<file path="config.mk">
export PLATFORM = sky130hd
export DESIGN_NAME = ps2_host_tx
export DESIGN_NICKNAME = d
export VERILOG_FILES = /design/src/rtl/ps2_pkg.sv /design/src/rtl/ps2_line_filter.sv /design/src/rtl/ps2_host_tx.sv
export SDC_FILE = /design/constraint.sdc
export NUM_CORES = 1
export LEC_CHECK = 0
export CAP_MARGIN = 20
export CORE_ASPECT_RATIO = 0.8
export CORE_MARGIN = 2
export CORE_UTILIZATION = 45
export CTS_CLUSTER_SIZE = 24
export DETAILED_ROUTE_END_ITERATION = 12
export GPL_ROUTABILITY_DRIVEN = 0
export HOLD_SLACK_MARGIN = 0.08
export PLACE_DENSITY = 0.69
export SLEW_MARGIN = 30
export SYNTH_ARGS = -nofsm -noshare
export SYNTH_HDL_FRONTEND = slang
export SYNTH_HIERARCHICAL = 1
export SYNTH_SLANG_ARGS = --single-unit
export TNS_END_PERCENT = 30
</file>
<file path="constraint.sdc">
create_clock -name clk -period 3 [get_ports clk]
set_input_delay 0.6 -clock clk [delete_from_list [all_inputs] [get_ports clk]]
set_output_delay 0.6 -clock clk [all_outputs]
set_load 0.02 [all_outputs]
</file>
<file path="src/rtl/ps2_pkg.sv">
// Shared types and constants for the PS/2 host transmitter.
package ps2_pkg;

    // Transmitter sequencing states.
    typedef enum logic [2:0] {
        StIdle,
        StInhibit,
        StRts,
        StShift,
        StAck,
        StWaitIdle
    } ps2_state_e;

    // Common keyboard commands.
    localparam logic [7:0] CMD_SET_LEDS = 8'hED;
    localparam logic [7:0] CMD_ECHO     = 8'hEE;
    localparam logic [7:0] CMD_RESET    = 8'hFF;

    // Common keyboard responses.
    localparam logic [7:0] RSP_ACK    = 8'hFA;
    localparam logic [7:0] RSP_RESEND = 8'hFE;

    // Watchdog width: covers the 20 ms default at 100 MHz.
    localparam int unsigned WdogW = 21;

    // Serial order after the start bit: data LSB first, odd parity, stop.
    function automatic logic [9:0] ps2_frame(logic [7:0] data);
        return {1'b1, ~^data, data};
    endfunction

endpackage

</file>
<file path="src/rtl/ps2_line_filter.sv">
// Two-flop synchronizer, glitch filter and falling-edge pulse for one PS/2 line.
module ps2_line_filter #(
    parameter int unsigned FILTER_LEN = 8
) (
    input  logic clk,
    input  logic rst,
    input  logic line_i,
    output logic level_o,
    output logic fall_o
);

    localparam int unsigned CntW = $clog2(FILTER_LEN + 1);

    logic            sync1_q, sync2_q;
    logic            level_q, level_d;
    logic            fall_q, fall_d;
    logic [CntW-1:0] cnt_q, cnt_d;

    // Accept a new level only after FILTER_LEN consecutive differing samples.
    always_comb begin
        level_d = level_q;
        fall_d  = 1'b0;
        cnt_d   = '0;
        if (sync2_q != level_q) begin
            if (cnt_q == CntW'(FILTER_LEN - 1)) begin
                level_d = sync2_q;
                fall_d  = ~sync2_q;
            end else begin
                cnt_d = cnt_q + 1'b1;
            end
        end
    end

    // Synchronizer and filter state; idle bus level is high.
    always_ff @(posedge clk or negedge rst) begin
        if (!rst) begin
            sync1_q <= 1'b1;
            sync2_q <= 1'b1;
            level_q <= 1'b1;
            fall_q  <= 1'b0;
            cnt_q   <= '0;
        end else begin
            sync1_q <= line_i;
            sync2_q <= sync1_q;
            level_q <= level_d;
            fall_q  <= fall_d;
            cnt_q   <= cnt_d;
        end
    end

    assign level_o = level_q;
    assign fall_o  = fall_q;

endmodule

</file>
<file path="src/rtl/ps2_host_tx.sv">
// Host-to-device PS/2 transmitter: request-to-send, shift on device clock falls,
// ACK check and a single done/ack_err/timeout result per accepted byte.
module ps2_host_tx
    import ps2_pkg::*;
#(
    parameter int unsigned INHIBIT_CYCLES = 12000,
    parameter int unsigned TIMEOUT_CYCLES = 2000000,
    parameter int unsigned FILTER_LEN     = 8
) (
    input  logic       clk,
    input  logic       rst,
    input  logic       tx_valid,
    input  logic [7:0] tx_data,
    output logic       tx_ready,
    output logic       busy,
    input  logic       ps2_clk_i,
    input  logic       ps2_data_i,
    output logic       ps2_clk_oe,
    output logic       ps2_data_oe,
    output logic       done,
    output logic       ack_err,
    output logic       timeout
);

    localparam int unsigned InhW = (INHIBIT_CYCLES > 1) ? $clog2(INHIBIT_CYCLES) : 1;
    localparam logic [InhW-1:0]  InhLast  = InhW'(INHIBIT_CYCLES - 1);
    localparam logic [WdogW-1:0] WdogLast = WdogW'(TIMEOUT_CYCLES - 1);

    ps2_state_e       state_q, state_d;
    logic [9:0]       shift_q, shift_d;
    logic [3:0]       idx_q, idx_d;
    logic [InhW-1:0]  inh_q, inh_d;
    logic [WdogW-1:0] wdog_q, wdog_d;

    logic clk_oe_q, clk_oe_d;
    logic data_oe_q, data_oe_d;
    logic done_q, done_d;
    logic ack_err_q, ack_err_d;
    logic timeout_q, timeout_d;

    logic evt_done, evt_ack_err, evt_timeout;
    logic wdog_hit;

    logic clk_level, fall;
    logic dsync1_q, dsync2_q;

    ps2_line_filter #(
        .FILTER_LEN(FILTER_LEN)
    ) u_clk_filter (
        .clk    (clk),
        .rst    (rst),
        .line_i (ps2_clk_i),
        .level_o(clk_level),
        .fall_o (fall)
    );

    // Data line only needs metastability protection; it is sampled on falls.
    always_ff @(posedge clk or negedge rst) begin
        if (!rst) begin
            dsync1_q <= 1'b1;
            dsync2_q <= 1'b1;
        end else begin
            dsync1_q <= ps2_data_i;
            dsync2_q <= dsync1_q;
        end
    end

    // State register and frame datapath.
    always_ff @(posedge clk or negedge rst) begin
        if (!rst) begin
            state_q <= StIdle;
            shift_q <= '0;
            idx_q   <= '0;
            inh_q   <= '0;
            wdog_q  <= '0;
        end else begin
            state_q <= state_d;
            shift_q <= shift_d;
            idx_q   <= idx_d;
            inh_q   <= inh_d;
            wdog_q  <= wdog_d;
        end
    end

    // Next-state logic, counters and result events.
    always_comb begin
        state_d     = state_q;
        shift_d     = shift_q;
        idx_d       = idx_q;
        inh_d       = inh_q;
        wdog_d      = (wdog_q == '1) ? wdog_q : wdog_q + 1'b1;
        evt_done    = 1'b0;
        evt_ack_err = 1'b0;
        evt_timeout = 1'b0;
        wdog_hit    = (wdog_q >= WdogLast) && !fall;
        if (fall) begin
            wdog_d = '0;
        end
        unique case (state_q)
            StIdle: begin
                idx_d  = '0;
                inh_d  = '0;
                wdog_d = '0;
                if (tx_valid) begin
                    state_d = StInhibit;
                    shift_d = ps2_frame(tx_data);
                end
            end
            StInhibit: begin
                // Held at zero so the watchdog starts fresh on RTS entry.
                wdog_d = '0;
                if (inh_q == InhLast) begin
                    state_d = StRts;
                end else begin
                    inh_d = inh_q + 1'b1;
                end
            end
            StRts: begin
                // SHIFT continues the RTS watchdog window rather than restarting it.
                if (wdog_hit) begin
                    evt_timeout = 1'b1;
                    state_d     = StIdle;
                end else begin
                    idx_d   = '0;
                    state_d = StShift;
                end
            end
            StShift: begin
                if (fall) begin
                    idx_d = idx_q + 1'b1;
                    if (idx_q == 4'd9) begin
                        state_d = StAck;
                    end
                end else if (wdog_hit) begin
                    evt_timeout = 1'b1;
                    state_d     = StIdle;
                end
            end
            StAck: begin
                if (fall) begin
                    if (!dsync2_q) begin
                        state_d = StWaitIdle;
                    end else begin
                        evt_ack_err = 1'b1;
                        state_d     = StIdle;
                    end
                end else if (wdog_hit) begin
                    evt_timeout = 1'b1;
                    state_d     = StIdle;
                end
            end
            StWaitIdle: begin
                if (clk_level && dsync2_q) begin
                    evt_done = 1'b1;
                    state_d  = StIdle;
                end else if (wdog_hit) begin
                    evt_timeout = 1'b1;
                    state_d     = StIdle;
                end
            end
            default: begin
                state_d = StIdle;
            end
        endcase
    end

    // Output next values, derived from where the FSM is heading.
    always_comb begin
        clk_oe_d  = (state_d == StInhibit);
        data_oe_d = data_oe_q;
        done_d    = evt_done;
        ack_err_d = evt_ack_err;
        timeout_d = evt_timeout;
        if (state_d == StIdle) begin
            data_oe_d = 1'b0;
        end else if (state_d == StInhibit) begin
            // Start bit goes low in the final inhibit cycle.
            data_oe_d = (inh_d == InhLast);
        end else if (state_d == StRts) begin
            data_oe_d = 1'b1;
        end else if (state_q == StShift && fall) begin
            data_oe_d = ~shift_q[idx_q];
        end
    end

    // Registered outputs.
    always_ff @(posedge clk or negedge rst) begin
        if (!rst) begin
            clk_oe_q  <= 1'b0;
            data_oe_q <= 1'b0;
            done_q    <= 1'b0;
            ack_err_q <= 1'b0;
            timeout_q <= 1'b0;
        end else begin
            clk_oe_q  <= clk_oe_d;
            data_oe_q <= data_oe_d;
            done_q    <= done_d;
            ack_err_q <= ack_err_d;
            timeout_q <= timeout_d;
        end
    end

    assign ps2_clk_oe  = clk_oe_q;
    assign ps2_data_oe = data_oe_q;
    assign done        = done_q;
    assign ack_err     = ack_err_q;
    assign timeout     = timeout_q;
    assign tx_ready    = (state_q == StIdle);
    assign busy        = (state_q != StIdle);

endmodule

</file>
==> results.md, run 1 <==
| Stage | Quantity | This run |
|---|---|---|
| yosys | FF+latch count, synth | 67 |
| sta | TNS Setup | 0 ns |
| setup path | Ordered list of cells on the worst path | or3b_4, nor4_4, nor2_2, a311o_1, nand4b_1, or4_1, a21oi_1 |
| floorplan | Placeable core area | 7840 um^2 |
| setup path | Longest individual stage delay on the worst path | 0.53 ns |
| sta | Hold Vio Cnt, Final | 0 |
| layout | Count of fill cells added during filler insertion | 731 |
| cts | Post-CTS setup-driven buffer insertion count | 0 |
| cts | Clock transition at path regs | 0.07 ns |
| sta | Min cycle time layout | 2.66 ns |
| yosys | Synth Area per Inst | 9.99 um^2 |
| yosys | Post-synthesis cell area | 3590 um^2 |
| layout | Final net count | 393 |
| yosys | Distinct cell type count of the synthesized netlist | 59 |
| yosys | Seq/Total Area, Yosys | 46.8% |
| global route | Global-route track usage on met2 | 26.7% |
| setup path | Startpoint type of the worst setup path | flip-flop |
| status | Status | finished, final reports clean |
| cts | Max Root-Sink Buffers | 2 |
| sta | Maximum clock frequency | 376 MHz |
| floorplan | Starting density of the core | 45.9% |
| global route | Overall fraction of global-route tracks in use | 16.8% |
| floorplan | Die footprint | 8720 um^2 |
| sta | Tcrit/Tclk final | 88.7% |
| sta | Total setup violations reported at the end of the flow | 0 |
| yosys | Number of cells produced by synthesis | 360 |
| pwr | PwrDens | 448 nW/um^2 |
| cts | Clock Sinks | 67 |
| sta | Unrepaired setup endpoints after global routing | no |
| layout | Most frequent cells in the layout | dfrtp_1, nor2_1, nand2_1 |
| sta | Worst-case hold slack | 0.264 ns |
| pwr | Leakage power figure | 1.76 nW |
| setup path | Req. time, crit path | 3.27 ns |
| global route | Pin count of the biggest net entering global routing | 39 |
| yosys | Asr flop ratio synth | 100% |
| cts | Clock root buffer master | clkbuf_8 |
| floorplan | Number of core rows | 29 |
| global route | Wire length of the first global-routing pass | 11900 um |
| yosys | Post-Synthesis Net Count | 378 |
| setup path | Data arrival time of the worst path | 2.93 ns |
| placement | Quantity of I/O buffers inserted on ports | 19 |
| global route | Met1 routing resource usage after global routing | 22.2% |
| sta | Pins Over Slew Limit | 0 |
| layout | Area occupied by multi-input gates | 1800 um^2 |
| detailed routing | Total vias in the final route | 2693 |
| layout | Diode count | 0 |
| detailed routing | Count of unresolved DRC violations after routing | 0 |
| sta | Max_slew headroom | 46.9% |
| detailed routing | Number of iterations in the first detailed-routing pass | 4 |
| placement | Half-perimeter wire length after placement | 4690 um |
| yosys | Area share of the largest cell type after synthesis | 43.2% |
| sta | Slew of the pin with the lowest slew margin | 0.797 ns |
| floorplan | Width of the die | 104 um |
| setup path | R2R depth | 7 |
| yosys | Synth Warn # | 6 |
| yosys | Number of enable flip-flop cells after synthesis | 0 |
| detailed routing | DR iter-0 viols | 168 |
| layout | Share of layout cells above drive strength 1 | 14.5% |
| cts | Clock buffer count from CTS | 9 |
| global route | GR met3 Demand/Resource | 5.39% |
| floorplan | Floorplan die height | 83.9 um |
| layout | Area Overhead vs Synth | 13.1% |
| global route | Vias in the first global route | 2601 |
| setup path | Slowest library cell on the worst path | or4_1 |
| yosys | Post-synth top area cell | dfrtp_1 |
| detailed routing | Vias per cell | 5.52 |
| global route | Gr busiest metal | met2 |
| setup path | Category of the worst setup path capture point | flip-flop |
| setup path | Class of the most critical setup path | reg2reg |
| pwr | PnR Total Power | 0.00182 W |
| cts | CTS tree | built |
| detailed routing | Antenna-violating nets left | 0 |
| layout | Combined flip-flop and latch cell area | 1680 um^2 |
| cts | # H-tree levels | 3 |
| setup path | Worst-path fanout max | 9 |
| flow run | Max cap viols | 0 |
| global route | Remaining Overflow, GRT | 0 |
| detailed routing | Drt wl/cell | 13.9 um |
| hold path | Kind of path behind the tightest hold check | in2async |
| pwr | Peak supply drop | 0.256 mV |
| yosys | Top flip-flop cell by instance count after synthesis | dfrtp_1 |
| global route | Antenna violations before repair | 0 |
| cts | Insertion delay to the later sink of the worst-skew pair | 0.35 ns |
| cts | Post-CTS Resized | 0 |
| yosys | Leading cell types by total area after synthesis | dfrtp_1, mux2_2, nor2_1 |
| layout | Most common cell after layout, fill and taps aside | dfrtp_1 |
| detailed routing | Total Routed Length | 6760 um |
| cts | Number of buffers inserted by hold repair at cts | 0 |
| floorplan | Number of top-level pins | 20 |
| sta | Worst Skew | 0.00955 ns |
## cell usage after synthesis (8+ instances only)
cell type,count
a21oi_1,9
nand2_1,28
xor2_1,13
nand4_1,16
and3_1,8
nor2_1,41
nand3_1,21
mux2i_1,8
clkbuf_1,15
dfrtp_1,62
xnor2_1,13
mux2_2,14
o21ai_0,11
## power breakdown
part / switching [W] / internal, W
logic: 0.0000560 / 0.0000638
registers: 0.0000253 / 0.000934
clock network: 0.000340 / 0.000402
## through the flow
stage | util [%] | instances | area (um^2) | worst slack, ns
2_1_floorplan | - | 360 | 3590 | 0.499
3_3_place_gp | 49.4 | 472 | 3870 | 0.434
3_5_place_dp | 49.4 | 472 | 3870 | 0.364
4_1_cts | 51.9 | 488 | 4060 | 0.323
5_1_grt | 51.9 | 488 | 4060 | 0.179
6_report | 51.9 | 488 | 4060 | 0.339
## cell families after synthesis
logic type                 after synthesis  synth area share (%)
AOI/OAI and AO/OA                       46                  8.95
adders and majority gates                5                  1.74
xor gates and xnor gates                26                  6.33
and+or+nand+nor                        165                  24.9
muxes                                   25                  8.28
DFF                                     67                  46.8
buffers and inverters                   26                  3.03
## layer usage
| metal | vias up | share of wire (%) |
|---|---|---|
| met5 | - | 0 |
| met4 | 0 | 0.96 |
| met3 | 7 | 4.6 |
| met2 | 59 | 48 |
| met1 | 1309 | 47 |
| li1 | 1318 | - |
## critical path: cells and delay by family, from the launching register on
family	cells	cell delay, ns
compound gates	2	0.50
flops	1	0.44
simple gates	5	1.64
## final timing paths
check	start	endpoint	slack (ns)
max	inh_q[8]	ps2_data_oe	0.34
min reg2reg	u_clk_filter/sync1_q	u_clk_filter/sync2_q	0.36
max in group asynchronous	rst	dsync1_q	2.34
min in group clk	u_clk_filter/sync1_q	u_clk_filter/sync2_q	0.36
max reg2reg	inh_q[8]	ps2_data_oe	0.34
min	rst	u_clk_filter/cnt_q[0]	0.26
## flip-flops by register name, summed over array words and instances, names as in the netlist, 3 cells and up
register	cells
state_q	3
shift_q	10
idx_q	4
inh_q	14
u_clk_filter/cnt_q	4
wdog_q	21
## layout make-up
cell class                 count  share of cell area [%]
multi-input combinational    267                    44.4
clock buffer                  11                    3.48
sequential                    67                    41.4
inverter                       5                   0.462
timing repair buffer          25                    5.67
clock inverter                 5                    1.29
tap                          108                    3.33
Note: power is estimated with default switching activity, not from simulation.
==> run 2, diff against run 1 <==
- SKIP_CTS_REPAIR_TIMING: unset -> 1
==> results of run 2 <==
Final layout, timing and power as in run 1 (identical DEF).
